File: config.mk
export PLATFORM = sky130hd
export DESIGN_NAME = instr_sequencer
export DESIGN_NICKNAME = d
export VERILOG_FILES = /design/src/rtl/instr_sequencer.sv
export SDC_FILE = /design/constraint.sdc
export NUM_CORES = 1
export LEC_CHECK = 0
export BUFFER_PORTS_ARGS = -buffer_cell sky130_fd_sc_hd__buf_2
export CAP_MARGIN = 20
export CORE_MARGIN = 5
export CORE_UTILIZATION = 55
export DETAILED_ROUTE_END_ITERATION = 16
export GPL_TIMING_DRIVEN = 1
export PLACE_DENSITY = 0.88
export SLEW_MARGIN = 10
export SYNTH_ARGS = -nofsm -noshare
export SYNTH_HDL_FRONTEND = slang
export SYNTH_SLANG_ARGS = --single-unit
File: constraint.sdc
create_clock -name clk -period 4.1 [get_ports clk]
set_clock_uncertainty 0.1 [all_clocks]
set_input_delay 0.41 -clock clk [delete_from_list [all_inputs] [get_ports clk]]
set_output_delay 0.41 -clock clk [all_outputs]
set_load 0.1 [all_outputs]
File: src/rtl/instr_sequencer.sv
// instr_sequencer: program counter and issue controller that fetches
// 16-bit instructions from synchronous memory and drives cpu in/load/s/w.
module instr_sequencer #(
   parameter int          ADDR_W   = 8,
   parameter int          WAIT_MAX = 16,
   parameter logic [2:0]  HALT_OP  = 3'b111
) (
   input  logic              clk,
   input  logic              reset,
   input  logic              start,
   input  logic [ADDR_W-1:0] base_addr,
   output logic [ADDR_W-1:0] mem_addr,
   output logic              mem_rd,
   input  logic [15:0]       mem_rdata,
   output logic [15:0]       cpu_in,
   output logic              cpu_load,
   output logic              cpu_s,
   input  logic              cpu_w,
   output logic              busy,
   output logic              done,
   output logic              timeout_err,
   output logic [ADDR_W-1:0] pc,
   output logic [15:0]       instr_count
);

   localparam int WD_W = $clog2(WAIT_MAX + 1);
   localparam logic [WD_W-1:0] WD_LAST = WD_W'(WAIT_MAX - 1);

   typedef enum logic [2:0] {
      IDLE,
      FETCH,
      MEMWAIT,
      LOAD,
      ISSUE,
      GAP,
      WAIT_W,
      FINISH
   } state_t;

   state_t            state;
   logic [WD_W-1:0]   wd;
   logic [ADDR_W-1:0] pc_inc;

   // next sequential address, wrapping silently at the top of memory
   assign pc_inc = pc + ADDR_W'(1);

   // sequencer FSM; every output is set on entry to the state that owns it
   always_ff @(posedge clk or negedge reset) begin
      if (!reset) begin
         state       <= IDLE;
         wd          <= '0;
         pc          <= '0;
         mem_addr    <= '0;
         mem_rd      <= 1'b0;
         cpu_in      <= '0;
         cpu_load    <= 1'b0;
         cpu_s       <= 1'b0;
         busy        <= 1'b0;
         done        <= 1'b0;
         timeout_err <= 1'b0;
         instr_count <= '0;
      end else begin
         unique case (state)
            IDLE: begin
               if (start && cpu_w) begin
                  pc          <= base_addr;
                  mem_addr    <= base_addr;
                  mem_rd      <= 1'b1;
                  instr_count <= '0;
                  timeout_err <= 1'b0;
                  busy        <= 1'b1;
                  state       <= FETCH;
               end
            end
            FETCH: begin
               mem_rd <= 1'b0;
               state  <= MEMWAIT;
            end
            MEMWAIT: begin
               // cpu_in doubles as the instruction register; a HALT
               // word never reaches it so the last issued one is kept
               if (mem_rdata[15:13] == HALT_OP) begin
                  done  <= 1'b1;
                  state <= FINISH;
               end else begin
                  cpu_in   <= mem_rdata;
                  cpu_load <= 1'b1;
                  state    <= LOAD;
               end
            end
            LOAD: begin
               cpu_load <= 1'b0;
               cpu_s    <= 1'b1;
               state    <= ISSUE;
            end
            ISSUE: begin
               cpu_s <= 1'b0;
               if (instr_count != 16'hFFFF)
                  instr_count <= instr_count + 16'd1;
               wd    <= '0;
               state <= GAP;
            end
            GAP: begin
               // cpu.w is still high while the cpu samples s
               state <= WAIT_W;
            end
            WAIT_W: begin
               wd <= wd + WD_W'(1);
               if (cpu_w) begin
                  pc       <= pc_inc;
                  mem_addr <= pc_inc;
                  mem_rd   <= 1'b1;
                  state    <= FETCH;
               end else if (wd == WD_LAST) begin
                  timeout_err <= 1'b1;
                  done        <= 1'b1;
                  state       <= FINISH;
               end
            end
            FINISH: begin
               done  <= 1'b0;
               busy  <= 1'b0;
               state <= IDLE;
            end
            default: state <= IDLE;
         endcase
      end
   end

endmodule

## Yosys cells after proc, flatten, opt, wreduce, memory -nomap -nowiden

Index checks and enable logic that the tools add are counted.

- Register bits: 54
- Bits of input ports: 28
- Output and inout bits: 54
- Word-level logic and storage cells: 77

- Reductions and logical operators: 19
- Equal/unequal tests: 18
- Muxes and demuxes: 25
- Bitwise logic cells: 1
- Add/subtract/negate cells: 3

Operators by type and width:

| operator | number |
|---|---|
| 16-bit two-way mux | 2 |
| 16-bit case mux with 2 select lines | 1 |
| 3-bit case mux with 8 select lines | 1 |
| 16-bit by 1-bit adder with 16-bit output, second input constant | 1 |
| 8-bit two-way mux | 2 |
| 16-bit != test, second input constant | 1 |
| 8-bit case mux with 2 select lines | 1 |
| 3-bit == test, second input constant | 5 |
| 2-bit != test, second input constant | 7 |
| 3-bit two-way mux | 4 |
| 2-bit nonzero test | 6 |
| 5-bit case mux with 2 select lines | 1 |
| 3-bit AND reduction | 3 |
| 8-bit by 1-bit adder with 8-bit output, second input constant | 1 |
| 1-bit case mux with 2 select lines | 4 |
| 2-bit AND reduction | 4 |
| 4-bit AND reduction | 2 |
| 1-bit two-way mux | 7 |
| 3-bit by 2-bit == test with 1-bit output, second input constant | 2 |
| 1-bit case mux with 3 select lines | 2 |
| 3-bit nonzero test | 2 |
| 5-bit by 1-bit adder with 5-bit output, second input constant | 1 |
| 5-bit by 4-bit == test with 1-bit output, second input constant | 1 |
| 3-bit by 1-bit == test with 1-bit output, second input constant | 1 |
| 4 further kinds | 4 |

## Logic depth before layout (Yosys ltp)

Gate-level depths: netlist of run 1.

- Depth in word-level cells: 4
- Depth in mapped cells: 7
- Mapped depth without buffers: 6

## Worst setup path after synthesis of run 1

No wires, ideal clock.

- Path kind: reg-to-reg
- Start: register instr_count[1]
- End: register instr_count[8]
- Arrival: 2.337 ns
- Required time: 3.907 ns
- Path slack: 1.569 ns
- Path buffers: 1
- Cell stages (with the launch flop): 8
- Clock period less this slack: 2.531 ns
- Library setup time: 0.093 ns
- Path through: dfrtp_1 > ha_1 > nand4_2 > nor4_4 > o21a_1 > buf_4 > o21ai_0 > o21ai_0

- Word-level cells in the longest chain between the ends: 3
- Elaborated cells between the ends (all ways): 6
- Classes of those cells: add/sub: 1; eq/ne: 2; mux: 2; reduce/logical: 1

RTL lines:

| element | RTL line | source |
|---|---|---|
| start, declared | 23 | `output logic [15:0] instr_count` |
| start signal, assigned | 99 | `instr_count <= instr_count + 16'd1;` |
| 16-bit by 1-bit adder with 16-bit output or 16-bit != test (tied branches) | 99, 98 |  |
| 16-bit two-way mux or 2-bit != test (tied branches) | -- |  |
| 16-bit case mux with 2 select lines or 3-bit AND reduction (tied branches) | -- |  |

Several ways; a longest one is shown, not always the timed one. The select of a mux whose other input is x is not followed.
A chain may end at the register's enable or synchronous reset.

## Worst setup path after layout of run 1

- Start: register state[0]
- End: register pc[6]

- Word-level cells in the longest chain between the ends: 3
- Elaborated cells between the ends (all ways): 7
- Classes of those cells: eq/ne: 3; mux: 1; reduce/logical: 3

RTL lines:

| element | RTL line | source |
|---|---|---|
| start, declared | 40 | `state_t state;` |
| start signal, assigned | 50 | `state <= IDLE;` |
| start signal, assigned | 72 | `state <= FETCH;` |
| start signal, assigned | 77 | `state <= MEMWAIT;` |
| 3-bit == test or 3-bit logical NOT (tied branches) | 63 | `unique case (state)` |
| 2-bit != test (no source line) or 2-bit nonzero test (tied branches) | -- |  |
| 3-bit AND reduction (no source line) | -- |  |
| end signal, assigned | 66 | `pc <= base_addr;` |
| end signal, assigned | 110 | `pc <= pc_inc;` |
| end, declared | 22 | `output logic [ADDR_W-1:0] pc,` |

Several ways; a longest one is shown, not always the timed one.

==> results of run 1 <==
==> through the flow <==
stage               instances  area, um2  setup WS [ns]   util  hold slack [ns]
floorplan                 280       2690           1.57      -           0.0144
global placement          410       3070           2.00  0.650            0.244
detailed placement        410       3070           1.88  0.650            0.246
CTS                       419       3170           1.89  0.671            0.216
global route              419       3170           1.58  0.671            0.224
finish                    419       3170           1.87  0.671            0.229
==> cell families after synthesis <==
kind of cell,Yosys count,share of synthesized area
AND/OR/NAND/NOR,106,0.197
flip-flops,54,0.502
multiplexers,19,0.0772
buffers and inverters,23,0.0502
adder cells (fa/ha/maj),4,0.0186
AO/OA/AOI/OAI,74,0.155
==> cells in the mapped netlist (2+ instances only) <==
| master | count |
|---|---|
| buf_4 | 11 |
| mux2_2 | 14 |
| clkbuf_1 | 2 |
| o22ai_1 | 4 |
| mux2i_1 | 5 |
| a22o_1 | 2 |
| nor4_4 | 2 |
| a31oi_1 | 6 |
| buf_2 | 6 |
| nand3_1 | 17 |
| nor3_1 | 4 |
| ha_1 | 4 |
| nand4_1 | 7 |
| and3_1 | 3 |
| inv_1 | 3 |
| nor2b_1 | 2 |
| o21ai_0 | 26 |
| o22a_1 | 3 |
| a21oi_1 | 28 |
| nor2_1 | 25 |
| nand2_1 | 35 |
| dfrtp_1 | 54 |
| nand2b_1 | 3 |
==> per-layer routing <==
layer | vias up | track usage | part of all wire
li1 | 1134 | - | -
met3 | 7 | 0.0497 | 0.076
met1 | 1051 | 0.262 | 0.44
met4 | 0 | 0.0760 | 0.015
met5 | - | 0 | 0
met2 | 78 | 0.310 | 0.47
==> state kept, by name, summed over array words and instances, names as in the netlist <==
signal       cells
wd               5
cpu_s            1
cpu_in          16
timeout_err      1
done             1
mem_rd           1
cpu_load         1
pc               8
state            3
busy             1
instr_count     16
==> worst max-delay path: stages, from the launching register on <==
cell,delay (ns)
dfrtp_1,0.48
nand2b_1,0.35
nor2_1,0.76
nand2_1,0.15
o22ai_1,0.17
a21oi_1,0.08
==> path summary, 6_finish.rpt <==
path	to	from	cells after the start
hold / removal	pc[0]	base_addr[0]	3
setup / recovery	pc[6]	state[0]	5
hold reg to reg	wd[4]	wd[4]	2
setup reg to reg	pc[6]	state[0]	5
min in group asynchronous	cpu_in[11]	reset	2
max in group asynchronous	instr_count[0]	reset	3
==> cell type report <==
type | count | area (um2) | share of cell area
Sequential cell | 54 | 1350 | 0.426
Clock buffer | 7 | 86.3 | 0.0272
Clock inverter | 1 | 5.00 | 0.00158
Tap cell | 67 | 83.8 | 0.0265
Inverter | 4 | 15.0 | 0.00474
Timing Repair Buffer | 83 | 423 | 0.133
Multi-Input combinational cell | 203 | 1200 | 0.380
==> reports/metrics.yaml, run 1 <==
setup_path:
  cp.required_ns: 4.16
  cp.arrival_ns: 2.29
  crit_type: "reg2reg"
  r2r_setup_slack_ns: 1.87
  startpoint_type: "register"
  cp_max_fo: 16
  end_kind: "register"
die:
  ios: 82
  initial_core_util: 0.570
  dieArea_um2: 6390
  chipHeight_um: 80.0
  chipWidth_um: 80.0
  core-area_um2: 4720
  fp-row-count: 25
drt:
  ant_nets: 0
  routed_wl_um: 5860
  route.detailed.drc: 0
  post_drt_wl_per_cell_um: 14.0
  drt_iter0_markers: 174
  dr.pass1.iters: 4
  routed_via_density: 5.42
  vias: 2270
cts:
  hold_buffers: 1
  h-tree-depth: 2
  ctsLongestPathBuffers: 2
  cts_num_sinks: 54
  cts-root-buf: "clkbuf_8"
  clkLatencyLatePin_ns: 0.30
  clk_pin_slew_worst_paths_ns: 0.09
  cts_setup_buffers: 0
  cts-resized-gates: 0
  cts_tree: "yes"
  numCtsBuffers: 5
global_routing:
  grt_pass1_wl_um: 9990
  grt_pass1_vias: 2127
  globalRoute.totalOverflow: 0
  grt_max_degree: 39
  grt_use_total: 0.198
  antenna_found_initial: 0
synthesis:
  synthFlopType: "dfrtp_1"
  synth_fp_nets: 312
  synth_edf_count: 0
  synth_top_area_frac: 0.502
  syn_inst: 280
  synth.largest_area_cell: "dfrtp_1"
  syn_area_um2: 2690
  synth.area.top_cells: "dfrtp_1, mux2_2, a21oi_1"
  ys_ff_latch: 54
  ys_warn_count: 0
  ys_async_sr_fraction: 1.00
  avgSynthCellArea_um2: 9.61
  ys_seq_area_frac: 0.502
  ys_types: 37
place:
  routabilityCongestion: 0.832
  hpwl_um: 4220
  port-buffer-count: 81
final_layout:
  fillers: 381
  drive_gt1_frac: 0.313
  syn_to_final_growth_pct: 17.8
  fin_nets: 383
  layout_common_cells: "buf_2, dfrtp_1, nand2_1"
  antenna_cells: 0
  layout_commonest_cell: "buf_2"
sta:
  final_hold_viol_count: 0
  post-route-min-period_ns: 2.23
  tightest_slew_ns: 0.900
  fin_tns_setup_ns: 0
  slew_headroom: 0.397
  fin_crit_sh: 0.543
  drv_slew: 0
  grt_setup_unrepaired: "no"
  max_clock_freq_ghz: 0.449
  setup_viol: 0
worst_hold_path:
  min_path_type: "in2reg"
outcome:
  status: "finished clean"
run:
  max_cap_viol_count: 0
Power of run 1 is left out: the tool's default activity adds up to more than one toggle a clock period on the data nets, which glitch-free logic cannot reach.
==> run 2: changes to the inputs <==
ABC_AREA = 1   (was unset)
CORE_UTILIZATION = 47   (was 55)
PLACE_DENSITY = 0.79   (was 0.88)
clock period = 1.9 ns   (was 4.1 ns; I/O delays follow)
==> run 2 against run 1 <==
Against the previous run: register-to-register slack worse by 1.7 ns; hold slack got worse by 0.23 ns; design area up 15%; non-clock buffer count rose by 19; critical path type unchanged; highest routed layer unchanged.
==> reports/metrics.yaml, run 2 <==
outcome:
  status: "finished clean"
cts:
  clk_pin_slew_worst_paths_ns: 0.11
  cts_setup_buffers: 0
  cts_num_sinks: 54
  clkLatencyLatePin_ns: 0.32
  ctsLongestPathBuffers: 2
  numCtsBuffers: 5
  cts-root-buf: "clkbuf_8"
  cts_tree: "yes"
  h-tree-depth: 2
synthesis:
  synth_commonest_cells: "nand2_1, nand3_1, dfrtp_1"
  synth.area.top_cells: "dfrtp_1, nand2_1, nand3_1"
  avgSynthCellArea_um2: 7.79
  ys_seq_area_frac: 0.458
  syn_inst: 379
  ys_types: 32
  ys_warn_count: 0
  synthXorXnorAreaFrac: 0.00593
  synth_fa_ha_area_frac: 0.0170
  synth.largest_area_cell: "dfrtp_1"
  synth_simple_gate_area_frac: 0.374
  synth_fp_nets: 411
  synth_edf_count: 0
  ys_ff_latch: 54
  synth_compound_gate_area_share: 0.0674
  synthFlopType: "dfrtp_1"
  ys_async_sr_fraction: 1.00
  synth_top_family_by_area: "simple AND/OR/NAND/NOR gates"
  syn_area_um2: 2950
  synth_top_area_frac: 0.458
  synth.area.mux_share: 0
  synth_most_common_cell: "nand2_1"
setup_path:
  crit_type: "reg2reg"
  cp.arrival_ns: 1.90
  r2r_setup_slack_ns: 0.15
  startpoint_type: "register"
  cp.required_ns: 2.05
  end_kind: "register"
  crit_start: "instr_count[0]"
  cp_max_fo: 8
  critPathCapture: "instr_count[12]"
  reg2regPathDepth: 8
  r2r_end: "instr_count[12]"
  r2r_start: "instr_count[0]"
die:
  ios: 82
  core-area_um2: 6030
  initial_core_util: 0.490
  chipWidth_um: 89.2
  chipHeight_um: 89.2
  fp-row-count: 28
  dieArea_um2: 7960
run:
  max_cap_viol_count: 0
final_layout:
  drive_gt1_frac: 0.290
  syn_to_final_growth_pct: 23.5
  antenna_cells: 0
  reg_top3: "cpu_in x16, instr_count x16, pc x8"
  seq_area_um2: 1380
  layout_common_cells: "nand2_1, buf_2, nand3_1"
  fin_cells: 547
  multi_input_comb_area_um2: 1370
  fin_nets: 503
  layout_commonest_cell: "nand2_1"
  fillers: 551
sta:
  slew_headroom: 0.663
  fin_crit_sh: 0.919
  max_clock_freq_ghz: 0.573
  grt_setup_unrepaired: "no"
  setup_viol: 0
  post-route-min-period_ns: 1.75
  drv_slew: 0
  final_hold_viol_count: 0
  tightest_slew_ns: 0.509
  fin_tns_setup_ns: 0
worst_hold_path:
  min_path_type: "in2reg"
drt:
  vias: 2800
  dr.pass1.iters: 4
  routed_wl_um: 7220
  route.detailed.drc: 0
  ant_nets: 0
  routed_via_density: 5.12
  post_drt_wl_per_cell_um: 13.2
  drt_iter0_markers: 124
global_routing:
  grt_pass1_wl_um: 12000
  antenna_found_initial: 0
  grt_pass1_vias: 2649
  grt_use_total: 0.190
  grt_max_degree: 22
  globalRoute.totalOverflow: 0
place:
  dp_cells: 528
  port-buffer-count: 81
  routabilityCongestion: 0.940
  hpwl_um: 5290
-- run 2: worst min path at each step --
stage | slack [ns] | from | endpoint | cells past startpoint
global placement | 0.08 | reset | cpu_in[9] | 1
floorplan | -0.21 | reset | busy | 0
detailed placement | 0.09 | reset | instr_count[0] | 1
finish | 0.003 | mem_rdata[12] | cpu_in[12] | 3
global route | 0.002 | mem_rdata[12] | cpu_in[12] | 3
CTS | 0.0009 | mem_rdata[10] | cpu_in[10] | 3
-- run 2: critical path, cell delays in order, from the launching register on --
cell	delay (ns)
dfrtp_4	0.46
ha_1	0.19
nand2_1	0.11
nor2_4	0.14
nand2_2	0.12
o21ai_4	0.21
buf_4	0.19
nand3_1	0.09
nand2_1	0.08
-- run 2: final cells by class --
| cell class | instances | share of cell area |
|---|---|---|
| tap | 75 | 0.0257 |
| sequential | 54 | 0.379 |
| clock inverter | 3 | 0.00790 |
| clock buffer | 5 | 0.0189 |
| multi-input combinational | 279 | 0.377 |
| inverter | 29 | 0.0299 |
| timing repair buffer | 102 | 0.162 |
-- run 2: metal layers --
metal | wire [um] | vias up | track usage | part of all wire
met5 | 0 | - | 0 | 0
met3 | 457 | 10 | 0.0452 | 0.063
li1 | - | 1407 | - | -
met4 | 111 | 0 | 0.0731 | 0.015
met2 | 3620 | 85 | 0.309 | 0.50
met1 | 3040 | 1298 | 0.245 | 0.42
-- run 2: metrics by stage --
stage / cell area, um2 / worst slack [ns] / utilization / hold slack (ns)
2_1_floorplan: 2980 / 0.000712 / - / -0.206
3_3_place_gp: 3430 / 0.200 / 0.570 / 0.0843
3_5_place_dp: 3430 / 0.134 / 0.570 / 0.0872
4_1_cts: 3630 / 0.0998 / 0.603 / 0.000902
5_1_grt: 3640 / 0.0201 / 0.605 / 0.00177
6_report: 3640 / 0.154 / 0.605 / 0.00270
-- run 2: repair_timing --
action | in CTS | in global routing
gates resized for setup | 0 | 1
hold buffers | 10 | 1
setup endpoints to repair | 0 | 1
hold endpoints to repair | 28 | 1
-- run 2: cell families (layout without fill, tap and decap cells) --
logic type	after synthesis	count (layout)
AOI/OAI and AO/OA	32	32
xor gates and xnor gates	2	2
adders and majority gates	4	4
buffers and inverters	46	139
DFF	54	54
and+or+nand+nor	241	241
Power of run 2 is left out for the same reason.
==> run 3: changes to the inputs <==
CAP_MARGIN = 40   (was 20)
MAX_ROUTING_LAYER = met4   (was unset)
==> run 3 against run 2 <==
Against the previous run: largest cell class unchanged; routed wire length up 1.3%; critical path type unchanged; global-route usage up 1.1 points; via count up 1.9%.
==> reports/metrics.yaml, run 3 (synthesis gave the netlist of run 2 again) <==
outcome:
  status: "finished clean"
sta:
  final_hold_viol_count: 0
  post-route-min-period_ns: 1.76
  setup_viol: 0
  timing.hold.ws_ns: 0.00920
  fin_tns_setup_ns: 0
  tightest_slew_ns: 0.508
  fin_crit_sh: 0.926
  drv_slew: 0
  grt_setup_unrepaired: "no"
  slew_headroom: 0.664
  max_clock_freq_ghz: 0.568
global_routing:
  grt_pass1_vias: 2722
  grt_pass1_wl_um: 12100
  globalRoute.totalOverflow: 0
  antenna_found_initial: 0
  grt_max_degree: 37
  grt_use_total: 0.201
drt:
  route.detailed.drc: 0
  ant_nets: 0
  drt_iter0_markers: 155
  routed_wl_um: 7320
  dr.pass1.iters: 4
  post_drt_wl_per_cell_um: 13.5
  routed_via_density: 5.26
  vias: 2852
setup_path:
  crit_slowest_cell: "dfrtp_4"
  crit_type: "reg2reg"
  path_common_cell: "nand2_1"
  cp.arrival_ns: 1.90
  end_kind: "register"
  slowest_delay_ns: 0.46
  cp_cell_sequence: "ha_1 -> nand2_1 -> nor2_4 -> nand2_2 -> o21ai_4 -> buf_4 -> nand3_1 -> nand2_1"
  cp.required_ns: 2.04
  cp_max_fo: 8
  startpoint_type: "register"
cts:
  cts_setup_buffers: 0
  clkLatencyLatePin_ns: 0.31
  cts_num_sinks: 54
  h-tree-depth: 2
  cts_tree: "yes"
  numCtsBuffers: 5
  ctsLongestPathBuffers: 2
  cts-root-buf: "clkbuf_8"
  clk_pin_slew_worst_paths_ns: 0.10
die:
  fp-row-count: 28
  dieArea_um2: 7960
  core-area_um2: 6030
  chipHeight_um: 89.2
  ios: 82
  initial_core_util: 0.490
  chipWidth_um: 89.2
final_layout:
  multi_input_comb_area_um2: 1370
  seq_area_um2: 1380
  final_core_util: 0.599
  drive_gt1_frac: 0.291
  fin_area_um2: 3610
  layout_commonest_cell: "nand2_1"
  syn_to_final_growth_pct: 22.2
  reg_top3: "cpu_in x16, instr_count x16, pc x8"
  fillers: 543
  layout_common_cells: "nand2_1, buf_2, nand3_1"
  antenna_cells: 0
  fin_nets: 498
place:
  routabilityCongestion: 0.974
  port-buffer-count: 81
  hpwl_um: 5520
  place_area_um2: 3440
run:
  max_cap_viol_count: 0
worst_hold_path:
  min_path_type: "in2reg"
run 3: cell types whose count changed in the layout (fill, tap and decap cells not counted), sizes merged:
cell and change:
dlygate4sd3 -4, buf -1
run 3: layout make-up:
class                      count  area share
clock inverter                 3     0.00728
timing repair buffer          97       0.154
multi-input combinational    279       0.381
clock buffer                   5      0.0191
tap                           75      0.0260
inverter                      29      0.0302
sequential                    54       0.383
run 3: final timing paths:
kind,start,endpoint,slack [ns],depth (start not counted)
worst max-delay path,instr_count[0],instr_count[11],0.14,8
worst min-delay path,mem_rdata[7],cpu_in[7],0.009,3
worst max register to register,instr_count[0],instr_count[11],0.14,8
worst min register to register,cpu_in[15],cpu_in[15],0.38,2
max in group asynchronous,reset,instr_count[6],0.87,3
min in group asynchronous,reset,instr_count[0],0.26,2
run 3: critical path, delay by kind of cell, from the launching register on:
| kind | cells | cell delay [ns] |
|---|---|---|
| and+or+nand+nor | 5 | 0.54 |
| DFF | 1 | 0.46 |
| AOI/OAI and AO/OA | 1 | 0.22 |
| buffers and inverters | 1 | 0.20 |
| adders and majority gates | 1 | 0.18 |
run 3: per-layer routing:
layer | up-vias | GRT usage | share of wire
li1 | 1412 | - | -
met1 | 1351 | 0.235 | 0.41
met2 | 77 | 0.339 | 0.52
met3 | 12 | 0.0433 | 0.044
met4 | 0 | 0.0744 | 0.023
met5 | - | - | 0
run 3: metrics by stage:
step           instances  worst slack (ns)
3_3_place_gp         527             0.193
4_1_cts              542             0.108
6_report             542             0.141
3_5_place_dp         527             0.141
5_1_grt              542            0.0214
2_1_floorplan        379          0.000712
run 3: timing repair:
item | in CTS | in global routing
endpoints found under the hold margin | 24 | 0
endpoints found under the setup margin | 0 | 2
resized for setup | 0 | 1
hold buffers | 7 | 0
Power of run 3 is left out for the same reason.
